===== src/rtl/note_pkg.sv =====
// Shared note codes, half-period table, FSM states and target-period helper.
package note_pkg;

  localparam int unsigned NOTE_W    = 3;
  localparam int unsigned NUM_NOTES = 7;

  typedef enum logic [NOTE_W-1:0] {
    NOTE_NONE = 3'd0,
    NOTE_C4   = 3'd1,
    NOTE_D4   = 3'd2,
    NOTE_E4   = 3'd3,
    NOTE_F4   = 3'd4,
    NOTE_G4   = 3'd5,
    NOTE_A4   = 3'd6,
    NOTE_B4   = 3'd7
  } note_e;

  // Half-period of each note in microseconds, indexed by note code.
  localparam int unsigned K_US [1:NUM_NOTES] = '{1908, 1701, 1515, 1432, 1276, 1136, 1012};

  typedef enum logic [1:0] {
    ST_IDLE,
    ST_ARMED,
    ST_MEASURE,
    ST_LOCKED
  } state_e;

  // Full period in clocks of a generator tone: two half-periods of m*K+1.
  function automatic logic [31:0] note_period(input int unsigned k, input int unsigned m);
    return 32'(2 * (m * k + 1));
  endfunction

endpackage


===== src/rtl/note_classifier.sv =====
// Registered window classifier: maps a measured period to a note code or NOTE_NONE.
module note_classifier
  import note_pkg::*;
#(
  parameter int unsigned M     = 20,
  parameter int unsigned CNT_W = 18,
  parameter int unsigned TOL   = 1024
) (
  input  logic             clk,
  input  logic             rst_n,
  input  logic [CNT_W-1:0] period,
  output logic [2:0]       note_class
);

  localparam int unsigned PW = CNT_W + 1;
  localparam int unsigned DW = CNT_W + 2;

  logic signed [DW-1:0] diff [1:NUM_NOTES];
  logic        [DW-1:0] mag  [1:NUM_NOTES];
  logic        [2:0]    class_d;
  logic        [2:0]    class_q;

  // Seven parallel |period - P(K)| <= TOL window compares.
  always_comb begin
    class_d = 3'(NOTE_NONE);
    for (int i = 1; i <= int'(NUM_NOTES); i++) begin
      diff[i] = $signed(DW'(period)) - $signed(DW'(PW'(note_period(K_US[i], M))));
      mag[i]  = (diff[i] < 0) ? DW'(-diff[i]) : DW'(diff[i]);
      if (mag[i] <= DW'(TOL)) class_d = 3'(i);
    end
  end

  // Register the class so it lines up with the registered period.
  always_ff @(posedge clk or negedge rst_n) begin
    if (!rst_n) class_q <= 3'(NOTE_NONE);
    else        class_q <= class_d;
  end

  assign note_class = class_q;

endmodule


===== src/rtl/tone_detector.sv =====
// Measures the period of a square-wave tone and locks onto a C4..B4 note code.
module tone_detector
  import note_pkg::*;
#(
  parameter int unsigned m       = 20,
  parameter int unsigned CNT_W   = 18,
  parameter int unsigned TOL     = 1024,
  parameter int unsigned TIMEOUT = 200000
) (
  input  logic             clk,
  input  logic             rst_n,
  input  logic             tone_in,
  output logic [2:0]       note_code,
  output logic             valid,
  output logic [CNT_W-1:0] period
);

  localparam logic [CNT_W-1:0] CNT_MAX = '1;

  logic             sync1_q, sync1_d;
  logic             sync2_q, sync2_d;
  logic             prev_q,  prev_d;
  logic             edge_q,  edge_d;
  logic [CNT_W-1:0] cnt_q,    cnt_d;
  logic [CNT_W-1:0] period_q, period_d;
  logic             rise_c;
  logic             timeout_c;
  logic [2:0]       class_c;

  state_e           state_q, state_d;
  logic [2:0]       note_q,  note_d;
  logic             valid_q, valid_d;
  logic [2:0]       cand_q,  cand_d;

  assign rise_c = sync2_q & ~prev_q;

  // Synchronizer, edge pipeline and saturating period counter.
  always_comb begin
    sync1_d  = tone_in;
    sync2_d  = sync1_q;
    prev_d   = sync2_q;
    edge_d   = rise_c;
    cnt_d    = (cnt_q == CNT_MAX) ? cnt_q : cnt_q + CNT_W'(1);
    period_d = period_q;
    if (rise_c) begin
      cnt_d    = '0;
      period_d = (cnt_q == CNT_MAX) ? CNT_MAX : cnt_q + CNT_W'(1);
    end
  end

  // Input path and measurement registers.
  always_ff @(posedge clk or negedge rst_n) begin
    if (!rst_n) begin
      sync1_q  <= 1'b0;
      sync2_q  <= 1'b0;
      prev_q   <= 1'b0;
      edge_q   <= 1'b0;
      cnt_q    <= '0;
      period_q <= '0;
    end else begin
      sync1_q  <= sync1_d;
      sync2_q  <= sync2_d;
      prev_q   <= prev_d;
      edge_q   <= edge_d;
      cnt_q    <= cnt_d;
      period_q <= period_d;
    end
  end

  // Classifier sees the period as it is loaded so its output pairs with edge_q.
  note_classifier #(
    .M     (m),
    .CNT_W (CNT_W),
    .TOL   (TOL)
  ) u_classifier (
    .clk        (clk),
    .rst_n      (rst_n),
    .period     (period_d),
    .note_class (class_c)
  );

  // A rise in this cycle resets cnt, so it pre-empts the timeout.
  assign timeout_c = (state_q != ST_IDLE) && (cnt_q == CNT_W'(TIMEOUT)) && !rise_c;

  // Lock FSM next-state and output logic; acts one cycle after each rise.
  always_comb begin
    state_d = state_q;
    note_d  = note_q;
    valid_d = valid_q;
    cand_d  = cand_q;
    if (edge_q) begin
      unique case (state_q)
        ST_IDLE: state_d = ST_ARMED;
        ST_ARMED: begin
          cand_d  = class_c;
          state_d = ST_MEASURE;
        end
        ST_MEASURE: begin
          if ((class_c != 3'(NOTE_NONE)) && (class_c == cand_q)) begin
            note_d  = cand_q;
            valid_d = 1'b1;
            state_d = ST_LOCKED;
          end else begin
            cand_d  = class_c;
          end
        end
        ST_LOCKED: begin
          if (class_c != note_q) begin
            note_d  = 3'(NOTE_NONE);
            valid_d = 1'b0;
            cand_d  = class_c;
            state_d = ST_MEASURE;
          end
        end
        default: state_d = ST_IDLE;
      endcase
    end else if (timeout_c) begin
      state_d = ST_IDLE;
      note_d  = 3'(NOTE_NONE);
      valid_d = 1'b0;
      cand_d  = 3'(NOTE_NONE);
    end
  end

  // Lock FSM state and registered outputs.
  always_ff @(posedge clk or negedge rst_n) begin
    if (!rst_n) begin
      state_q <= ST_IDLE;
      note_q  <= 3'(NOTE_NONE);
      valid_q <= 1'b0;
      cand_q  <= 3'(NOTE_NONE);
    end else begin
      state_q <= state_d;
      note_q  <= note_d;
      valid_q <= valid_d;
      cand_q  <= cand_d;
    end
  end

  assign note_code = note_q;
  assign valid     = valid_q;
  assign period    = period_q;

endmodule


===== config.mk =====
export PLATFORM = sky130hd
export DESIGN_NAME = tone_detector
export DESIGN_NICKNAME = d
export VERILOG_FILES = /design/src/rtl/note_pkg.sv /design/src/rtl/note_classifier.sv /design/src/rtl/tone_detector.sv
export SDC_FILE = /design/constraint.sdc
export NUM_CORES = 1
export LEC_CHECK = 0
export ABC_AREA = 1
export BUFFER_PORTS_ARGS = -buffer_cell sky130_fd_sc_hd__buf_4
export CAP_MARGIN = 15
export CORE_MARGIN = 10
export CORE_UTILIZATION = 39
export CTS_BUF_LIST = sky130_fd_sc_hd__clkbuf_8
export DETAILED_ROUTE_END_ITERATION = 6
export GPL_ROUTABILITY_DRIVEN = 0
export SKIP_CTS_REPAIR_TIMING = 1
export SYNTH_ARGS = -nofsm -noshare
export SYNTH_HDL_FRONTEND = slang
export SYNTH_SLANG_ARGS = --single-unit

===== constraint.sdc =====
create_clock -name clk -period 3.1 [get_ports clk]
set_input_delay 0.62 -clock clk [delete_from_list [all_inputs] [get_ports clk]]
set_output_delay 0.62 -clock clk [all_outputs]
set_load 0.02 [all_outputs]

==> out/metrics.cfg, run 1 <==
[setup_path]
cp_slowest_cell = dfrtp_1
worstSetupEndpoint = u_classifier.note_class[0]
path_buf_inv = 6
start_kind = flip-flop
cp_max_fo = 5
worstSetupPathType = flip-flop to flip-flop
cp.depth = 25
arrival_ps = 3630
cp-end-kind = flip-flop
reg2reg_depth = 25
slowest_delay_ps = 390
worstReg2RegEnd = u_classifier.note_class[0]
cp_top_family = simple AND/OR/NAND/NOR gates
ff2ff_setup_slack_ps = -290
rr_startpoint = cnt_q[0]
cp.required_ps = 3340
crit_path_start = cnt_q[0]

[logic_synthesis]
synth-edff-count = 0
ys_seq_area_frac = 0.166
synth.net_count = 1392
syn_inst = 1383
ys_warn_count = 0
synth-async-reset-ratio = 1.00
ys.flop_type = dfrtp_1
ys_seq_elements = 52
syn_area_per_cell_um2 = 5.68
synthesis.area_um2 = 7860
synthDistinctLibCells = 48

[place]
dpl.hpwl_um = 23100
place_area_um2 = 10400
dpl.cell_count = 1921
place_ws_ps = -549
port_buffers = 24

[power_and_ir_drop]
powerDensity_nw_per_um2 = 325
ir_drop_mv = 0.292
leakage_nw = 6.04
totalPowerFinal_mw = 3.84

[finish]
diodes = 0
fin_util = 0.602
design_area_um2 = 11800
drive_gt1_frac = 0.398
area_growth_pct = 50.7
fin_nets = 1719
fin_cells = 1976
nFillCells = 1915

[clock_tree]
numCtsBuffers = 5
cts_tree = yes
clk_pin_slew_ps = 100
cts_root_buf = clkbuf_8
cts_max_level = 2
clkLatencyLatePin_ps = 320
cts.sinks = 52
ctsLongestPathBuffers = 2

[sta]
fmax_mhz = 295
fin_crit_ps = 3390
setup_slack_ps = -291
finClkSkew_ps = 21.8
maxSlewViolCount = 0
hold_viol = 0
fin_hold_ws_ps = 346
fin_crit_sh = 1.09
worstMarginPinSlew_ps = 726
maxSlewHeadroom = 0.516
rsz0062_at_grt = true
finalSetupTns_ps = -825
setup_violations = 3

[run_status]
status = complete, but fails checks
violations = negative setup slack

[min_path]
hp-class = primary input to asynchronous set/reset pin

[global_routing]
grt_max_degree = 53
grt_pass1_wl_um = 45500
overflow = 0
track_usage = 0.208
grt_pass1_vias = 9009
antenna_found_initial = 0

[floorplanning]
row_count = 51
fp.dieH_um = 162
die_x_um = 162
io_pins = 25
start_util = 0.400
die_area_um2 = 26200
coreArea_um2 = 19700

[route]
finalWirelength_um = 29700
num_vias = 10000
drt_iter0_drc = 702
drcViolationCount = 0
via_per_inst = 5.08
detail-route-antenna-nets = 0
drtPass1Iterations = 6
wl_per_cell_um = 15.0

[run]
cap_violations = 0

[cells in the mapped netlist (all sizes together) (3+ instances only)]
cell type  instances  area [um2]
nand3b             9        67.6
dfrtp             52        1300
a31oi              9        56.3
nor2             178         845
nand3            183        1050
nand4             30         200
clkinv             5        18.8
nand2            565        2330
a21oi             33         176
o21ai             54         338
clkbuf             4        15.0
o21bai             3        22.5
o22ai              5        31.3
buf               32         225
xor2              34         298
o31ai              4        30.0
ha                 6        75.1
or2               16         100
inv              140         528
nor3              11        71.3
[flip-flops by register name (all words and copies together), names as in the netlist]
name,cells
cnt_q,18
period,18
cand_q,3
note_code,3
u_classifier.note_class,3
state_q,2
edge_q,1
prev_d,1
prev_q,1
sync1_q,1
valid,1
[cells in the final DEF, fill, tap and decap left out, types with 3 or more instances in the layout]
cell type	count
a21oi_1	26
a21oi_2	7
a31oi_1	9
buf_12	10
buf_4	318
buf_6	22
clkbuf_8	6
clkinv_1	4
dfrtp_1	51
ha_1	4
inv_1	110
inv_2	24
inv_4	4
nand2_1	441
nand2_2	89
nand2_4	33
nand2_8	3
nand3_1	142
nand3_2	28
nand3_4	13
nand3b_1	9
nand4_1	28
nor2_1	105
nor2_2	32
nor2_4	40
nor3_1	6
nor3_2	4
o21ai_0	29
o21ai_1	10
o21ai_2	6
o21ai_4	9
o21bai_1	3
o22ai_1	5
o31ai_1	4
or2_2	14
xor2_1	33
[kinds of logic (layout without fill, tap and decap cells)]
group,Yosys count,in the layout,share of synthesized area
buf+inv,181,508,0.100
compound gates,113,113,0.0885
xor+xnor,35,35,0.0390
simple gates,996,997,0.597
fa+ha+maj,6,6,0.00955
flops,52,52,0.166
[how the worst min path moves through the flow]
stage	cells past startpoint	slack (ps)	to
4_1_cts	1	360	period[11]
2_1_floorplan	0	320	cand_q[0]
5_1_grt	1	380	cnt_q[11]
3_3_place_gp	0	330	prev_d
3_5_place_dp	0	340	prev_d
6_report	1	350	cnt_q[13]
[final cells by class]
class,count,area [um2],share of cell area
clock buffers,6,82.6,0.00697
clock inverters,2,38.8,0.00328
inverters,145,571,0.0482
multi-input cells,1151,6600,0.557
flip-flops and latches,52,1300,0.110
well taps,265,332,0.0280
repair buffers,355,2920,0.247
[worst register-to-register path, stage by stage (launching register included)]
cell and delay (ps):
dfrtp_1 390, ha_2 240, nand3_4 100, buf_6 140, nor2_4 80, nor2_1 50, nor2_2 220, nand3_2 150
nand2_4 200, buf_12 140, buf_4 120, nand3_1 90, nand2_2 140, buf_6 130, nand3_4 120, nor2_4 190
nand2_2 90, nor2_1 100, o21bai_1 70, nand2_1 60, inv_1 40, nor2_1 130, nand2_2 80, nor2_4 160
inv_1 60, nand3_1 80
[where the power goes]
group          internal, mW  total (mW)  switching, mW
Combinational          1.09        2.55           1.46
Clock                 0.265       0.517          0.253
Sequential            0.732       0.776         0.0437
[per-layer routing]
metal | vias to the layer above | wire length (um) | track usage
met3 | 43 | 1490 | 0.0240
met4 | 0 | 649 | 0.0538
met1 | 4660 | 13400 | 0.274
met5 | - | 0 | 0
met2 | 247 | 14200 | 0.352
li1 | 5090 | - | -
Power figures use the tool's default switching activity.
==> run 2: changes to the inputs <==
Settings changed: CORE_UTILIZATION 39 to 55, PLACE_DENSITY from default to 0.75.
==> run 2 against run 1 <==
- the flow still finishes with violations (negative setup slack)
- sequential share of layout area grew 1.1 points
- via count grew 5.2%
- count of clock-buffer cells in the layout shrank 1
- clock power grew 2%
- setup slack lost 50 ps
- fmax shrank 1.5%
- final cell count shrank 7.5%
- die area shrank 26%
- critical path depth grew 1
- worst hold slack lost 45 ps
- global-route usage grew 5.9 points
- clock skew grew 3.9 ps
- critical endpoint is now u_classifier.note_class[1]
==> out/metrics.cfg, run 2 (synthesized netlist as in run 1, its figures left out) <==
[clock_tree]
clk_pin_slew_ps = 120  ; +20 ps
ctsLongestPathBuffers = 2  ; unchanged
clkLatencyLatePin_ps = 350  ; +30 ps
numCtsBuffers = 5  ; unchanged
cts.sinks = 52  ; unchanged
cts_root_buf = clkbuf_8
cts_tree = yes
cts_max_level = 2  ; unchanged

[finish]
diodes = 0  ; unchanged
fin_nets = 1656  ; -3.7%
final_common_cell = nand2_1
area_growth_pct = 37.4
multi_input_area_um2 = 6240  ; -5.4%
seqCellArea_um2 = 1300  ; about the same
nFillCells = 1045  ; -45%
drive_gt1_frac = 0.344  ; -0.0540
final_cell_mix = nand2_1, buf_4, nand3_1

[floorplanning]
row_count = 43  ; -16%
start_util = 0.564  ; +0.164
fp.dieH_um = 140  ; -14%
coreArea_um2 = 13900  ; -29%
die_area_um2 = 19500  ; -26%
die_x_um = 140  ; -14%
io_pins = 25  ; unchanged

[sta]
finClkSkew_ps = 25.8  ; +3.94 ps
hold_viol = 0  ; unchanged
fin_hold_ws_ps = 301  ; -45.4 ps
worstMarginPinSlew_ps = 744  ; +18.1 ps
fin_crit_sh = 1.11  ; +0.0162
maxSlewHeadroom = 0.504  ; -0.0121
rsz0062_at_grt = true
setup_slack_ps = -342  ; -50.2 ps
fmax_mhz = 291  ; -1.5%
fin_crit_ps = 3440  ; +50.2 ps
maxSlewViolCount = 0  ; unchanged
setup_violations = 3  ; unchanged

[power_and_ir_drop]
powerDensity_nw_per_um2 = 344  ; +6.0%
ir_drop_mv = 0.234  ; -20%
totalPowerFinal_mw = 3.71  ; -3.4%
leakage_nw = 5.61  ; -7.2%

[global_routing]
grt_pass1_vias = 9363  ; +3.9%
grt_pass1_wl_um = 44300  ; -2.7%
track_usage = 0.268  ; +0.0595
met3_usage = 0.0408  ; +0.0168
globalRouteMet1Util = 0.333  ; +0.0580
antenna_found_initial = 0  ; unchanged
grt_max_degree = 53  ; unchanged
overflow = 0  ; unchanged
top_usage_layer = met2
globalRouteMet2Util = 0.446  ; +0.0946

[route]
via_per_inst = 5.78  ; +14%
detail-route-antenna-nets = 0  ; unchanged
num_vias = 10600  ; +5.2%
finalWirelength_um = 29700  ; about the same
drt_iter0_drc = 1289  ; +84%
drtPass1Iterations = 6  ; unchanged
drcViolationCount = 0  ; unchanged
wl_per_cell_um = 16.3  ; +8.1%

[setup_path]
cp-end-kind = flip-flop
cp.required_ps = 3400  ; +60 ps
worstSetupPathType = flip-flop to flip-flop
cp_max_fo = 5  ; unchanged
arrival_ps = 3740  ; +110 ps
start_kind = flip-flop

[run_status]
violations = negative setup slack
status = complete, but fails checks

[place]
port_buffers = 24  ; unchanged
dpl.hpwl_um = 22000  ; -4.9%
place_ws_ps = -346  ; +203 ps

[run]
cap_violations = 0  ; unchanged

[min_path]
hp-class = primary input to asynchronous set/reset pin

-- run 2: cell types whose count changed in the layout (fill, tap and decap cells not counted), moves of 5 or more --
cell / before / now
nor2_2: 32 / 41
nand2_1: 441 / 473
buf_6: 22 / 9
nand2_2: 89 / 72
nand3_2: 28 / 22
buf_4: 318 / 272
nor2_1: 105 / 110
nor2_4: 40 / 26
nand3_1: 142 / 151
o21ai_2: 6 / 12
nand2_4: 33 / 18
-- run 2: area by class of cell --
type,instances,area share
Tap cell,180,0.0209
Timing Repair Buffer,292,0.218
Clock inverter,3,0.00429
Multi-Input combinational cell,1151,0.578
Inverter,145,0.0517
Sequential cell,52,0.121
Clock buffer,5,0.00638
-- run 2: metrics by stage --
stage,utilization,cell area (um2),std cells,TNS [ps]
after floorplan,-,7880,1383,0
after global placement,0.716,9970,1794,-589
after detailed placement,0.716,9970,1794,-922
after CTS,0.724,10100,1802,-984
after global routing,0.775,10800,1828,-1480
final,0.775,10800,1828,-979
-- run 2: critical path, cell delays in order, from the launching register on --
cell	delay, ps
dfrtp_1	440
ha_4	190
nand3_4	100
nor2_4	190
nand3_4	150
nand3_2	120
nand2_2	90
ha_4	200
nand2_4	90
nand2_4	80
nor2_1	110
nand3_1	130
buf_4	170
nor2_4	130
nand2_4	90
buf_4	140
nand2_1	50
nand3_1	110
nor2_2	110
nand3_2	60
nand2_1	60
nand2_1	40
nand2_1	70
nand3_1	120
nor2_4	200
nor2_4	80
nand2_1	60
-- run 2: final timing paths --
| path | start | end | slack (ps) | cells after the start |
|---|---|---|---|---|
| min | rst_n | cnt_q[8] | 300 | 1 |
| max in group asynchronous | rst_n | state_q[0] | 2260 | 1 |
| max reg2reg | cnt_q[0] | u_classifier.note_class[1] | -340 | 26 |
| max | cnt_q[0] | u_classifier.note_class[1] | -340 | 26 |
| min reg2reg | sync1_q | prev_d | 370 | 0 |
| min in group clk | sync1_q | prev_d | 370 | 0 |
-- run 2: layer usage --
metal | part of all wire | vias to the layer above
met5 | 0 | -
met4 | 0.058 | 0
met3 | 0.094 | 170
met2 | 0.46 | 676
met1 | 0.39 | 4757
li1 | - | 4958
-- run 2: report_power, final --
part           leakage [nW]  internal (mW)  switching, mW
Combinational          4.86          0.972           1.42
Clock                0.0548          0.244          0.283
Sequential            0.689          0.733         0.0567
Total                  5.61           1.95           1.76
==> run 3: changes to the inputs <==
Settings changed: CAP_MARGIN 15 to default, CORE_ASPECT_RATIO from default to 1.75.
==> run 3 against run 2 <==
- the run still ends with negative setup slack left
- via count decreased by 1.6%
- combinational power shrank 5%
- global-route usage grew 1.8 points
- sequential share of layout area is 0.23 points higher
- clock skew down 7.1 ps
- register-to-register slack worse by 170 ps
- routed wire length up 1.0%
- count of clock-buffer cells in the layout did not move
- die area up 0.97%
- clock power down 25%
==> out/metrics.cfg, run 3 (synthesized netlist as in run 1, its figures left out) <==
[run_status]
status = complete, but fails checks
violations = negative setup slack

[clock_tree]
numCtsBuffers = 5  ; unchanged
cts.sinks = 52  ; unchanged
clkLatencyLatePin_ps = 330  ; -20 ps
clk_pin_slew_ps = 110  ; about the same
ctsLongestPathBuffers = 2  ; unchanged
cts_max_level = 2  ; unchanged
cts_tree = yes
cts_root_buf = clkbuf_8

[route]
finalWirelength_um = 30000  ; +1.0%
drcViolationCount = 0  ; unchanged
drtPass1Iterations = 5  ; -1
num_vias = 10400  ; -1.6%
drt_iter0_drc = 955  ; -26%
via_per_inst = 5.69  ; -1.5%
detail-route-antenna-nets = 0  ; unchanged
wl_per_cell_um = 16.4  ; +1.1%

[sta]
worstMarginPinSlew_ps = 672  ; -71.7 ps
fin_crit_sh = 1.17  ; +0.0551
rsz0062_at_grt = true
maxSlewHeadroom = 0.552  ; +0.0478
hold_viol = 0  ; unchanged
fin_crit_ps = 3610  ; +171 ps
fmax_mhz = 277  ; -4.7%
fin_hold_ws_ps = 302  ; +1.28 ps
setup_slack_ps = -512  ; -171 ps
setup_violations = 3  ; unchanged
finalSetupTns_ps = -1490  ; -510 ps
finClkSkew_ps = 18.6  ; -7.13 ps
maxSlewViolCount = 0  ; unchanged

[floorplanning]
row_count = 57  ; +33%
start_util = 0.562  ; -0.00177
die_area_um2 = 19700  ; +0.97%
die_x_um = 110  ; -21%
io_pins = 25  ; unchanged
fp.dieH_um = 178  ; +28%
coreArea_um2 = 14000  ; +0.31%

[global_routing]
grt_max_degree = 53  ; unchanged
overflow = 0  ; unchanged
antenna_found_initial = 0  ; unchanged
grt_pass1_vias = 9785  ; +4.5%
grt_pass1_wl_um = 45100  ; +1.7%
track_usage = 0.285  ; +0.0177

[finish]
final_common_cell = nand2_1
fin_nets = 1659  ; +0.18%
nFillCells = 1094  ; +4.7%
diodes = 0  ; unchanged
final_cell_mix = nand2_1, buf_4, nand3_1
area_growth_pct = 35.0
fin_util = 0.759  ; -0.0159
drive_gt1_frac = 0.329  ; -0.0150

[power_and_ir_drop]
powerDensity_nw_per_um2 = 328  ; -4.7%
ir_drop_mv = 0.255  ; +9.2%
leakage_nw = 5.59  ; -0.33%
totalPowerFinal_mw = 3.48  ; -6.4%

[setup_path]
start_kind = flip-flop
cp_max_fo = 5  ; unchanged
cp.required_ps = 3360  ; -40 ps
cp_slowest_cell = dfrtp_1
cp-end-kind = flip-flop
slowest_delay_ps = 480  ; +40 ps
arrival_ps = 3870  ; +130 ps
worstSetupPathType = flip-flop to flip-flop

[run]
cap_violations = 0  ; unchanged

[place]
port_buffers = 24  ; unchanged
dpl.hpwl_um = 23300  ; +6.1%

[min_path]
hp-class = primary input to asynchronous set/reset pin

## run 3: layout make-up
class                           count  area [um2]  area share
Clock buffer                        5        68.8     0.00649
Clock inverter                      2        12.5     0.00118
Inverter                          145         549      0.0518
Multi-Input combinational cell   1151        6150       0.580
Sequential cell                    52        1310       0.123
Tap cell                          177         221      0.0209
Timing Repair Buffer              295        2300       0.217
## run 3: metrics by stage
stage / setup slack (ps) / area (um2) / std cells
floorplan: 0.104 / 7880 / 1383
global placement: -290 / 9940 / 1794
detailed placement: -369 / 9940 / 1794
CTS: -414 / 10000 / 1801
global route: -634 / 10600 / 1827
finish: -512 / 10600 / 1827
## run 3: critical path: cells and delay by family, from the launching register on
family          cells  cell delay [ps]
compound gates      1              140
buf+inv             8              750
flops               1              480
simple gates       14             1690
fa+ha+maj           2              460
## run 3: power breakdown
group / total, mW / internal [mW] / switching, mW
combinational: 2.28 / 0.913 / 1.37
sequential: 0.797 / 0.733 / 0.0641
clock: 0.394 / 0.154 / 0.241
total: 3.48 / 1.80 / 1.68
## run 3: routing by layer
layer / global-route usage / routed length, um / vias up
met1: 0.277 / 10300 / 4739
met4: 0.246 / 2710 / 0
li1: - / - / 4958
met3: 0.0199 / 1550 / 177
met2: 0.520 / 15500 / 519
met5: 0 / 0 / -
## run 3: final timing paths
check	startpoint	cells past startpoint	to	slack (ps)
worst max-delay path	cnt_q[1]	25	u_classifier.note_class[0]	-510
worst min-delay path	rst_n	1	prev_q	300
worst max register to register	cnt_q[1]	25	u_classifier.note_class[0]	-510
worst min register to register	sync1_q	0	prev_d	370
max in group asynchronous	rst_n	1	period[17]	2320
min in group clk	sync1_q	0	prev_d	370
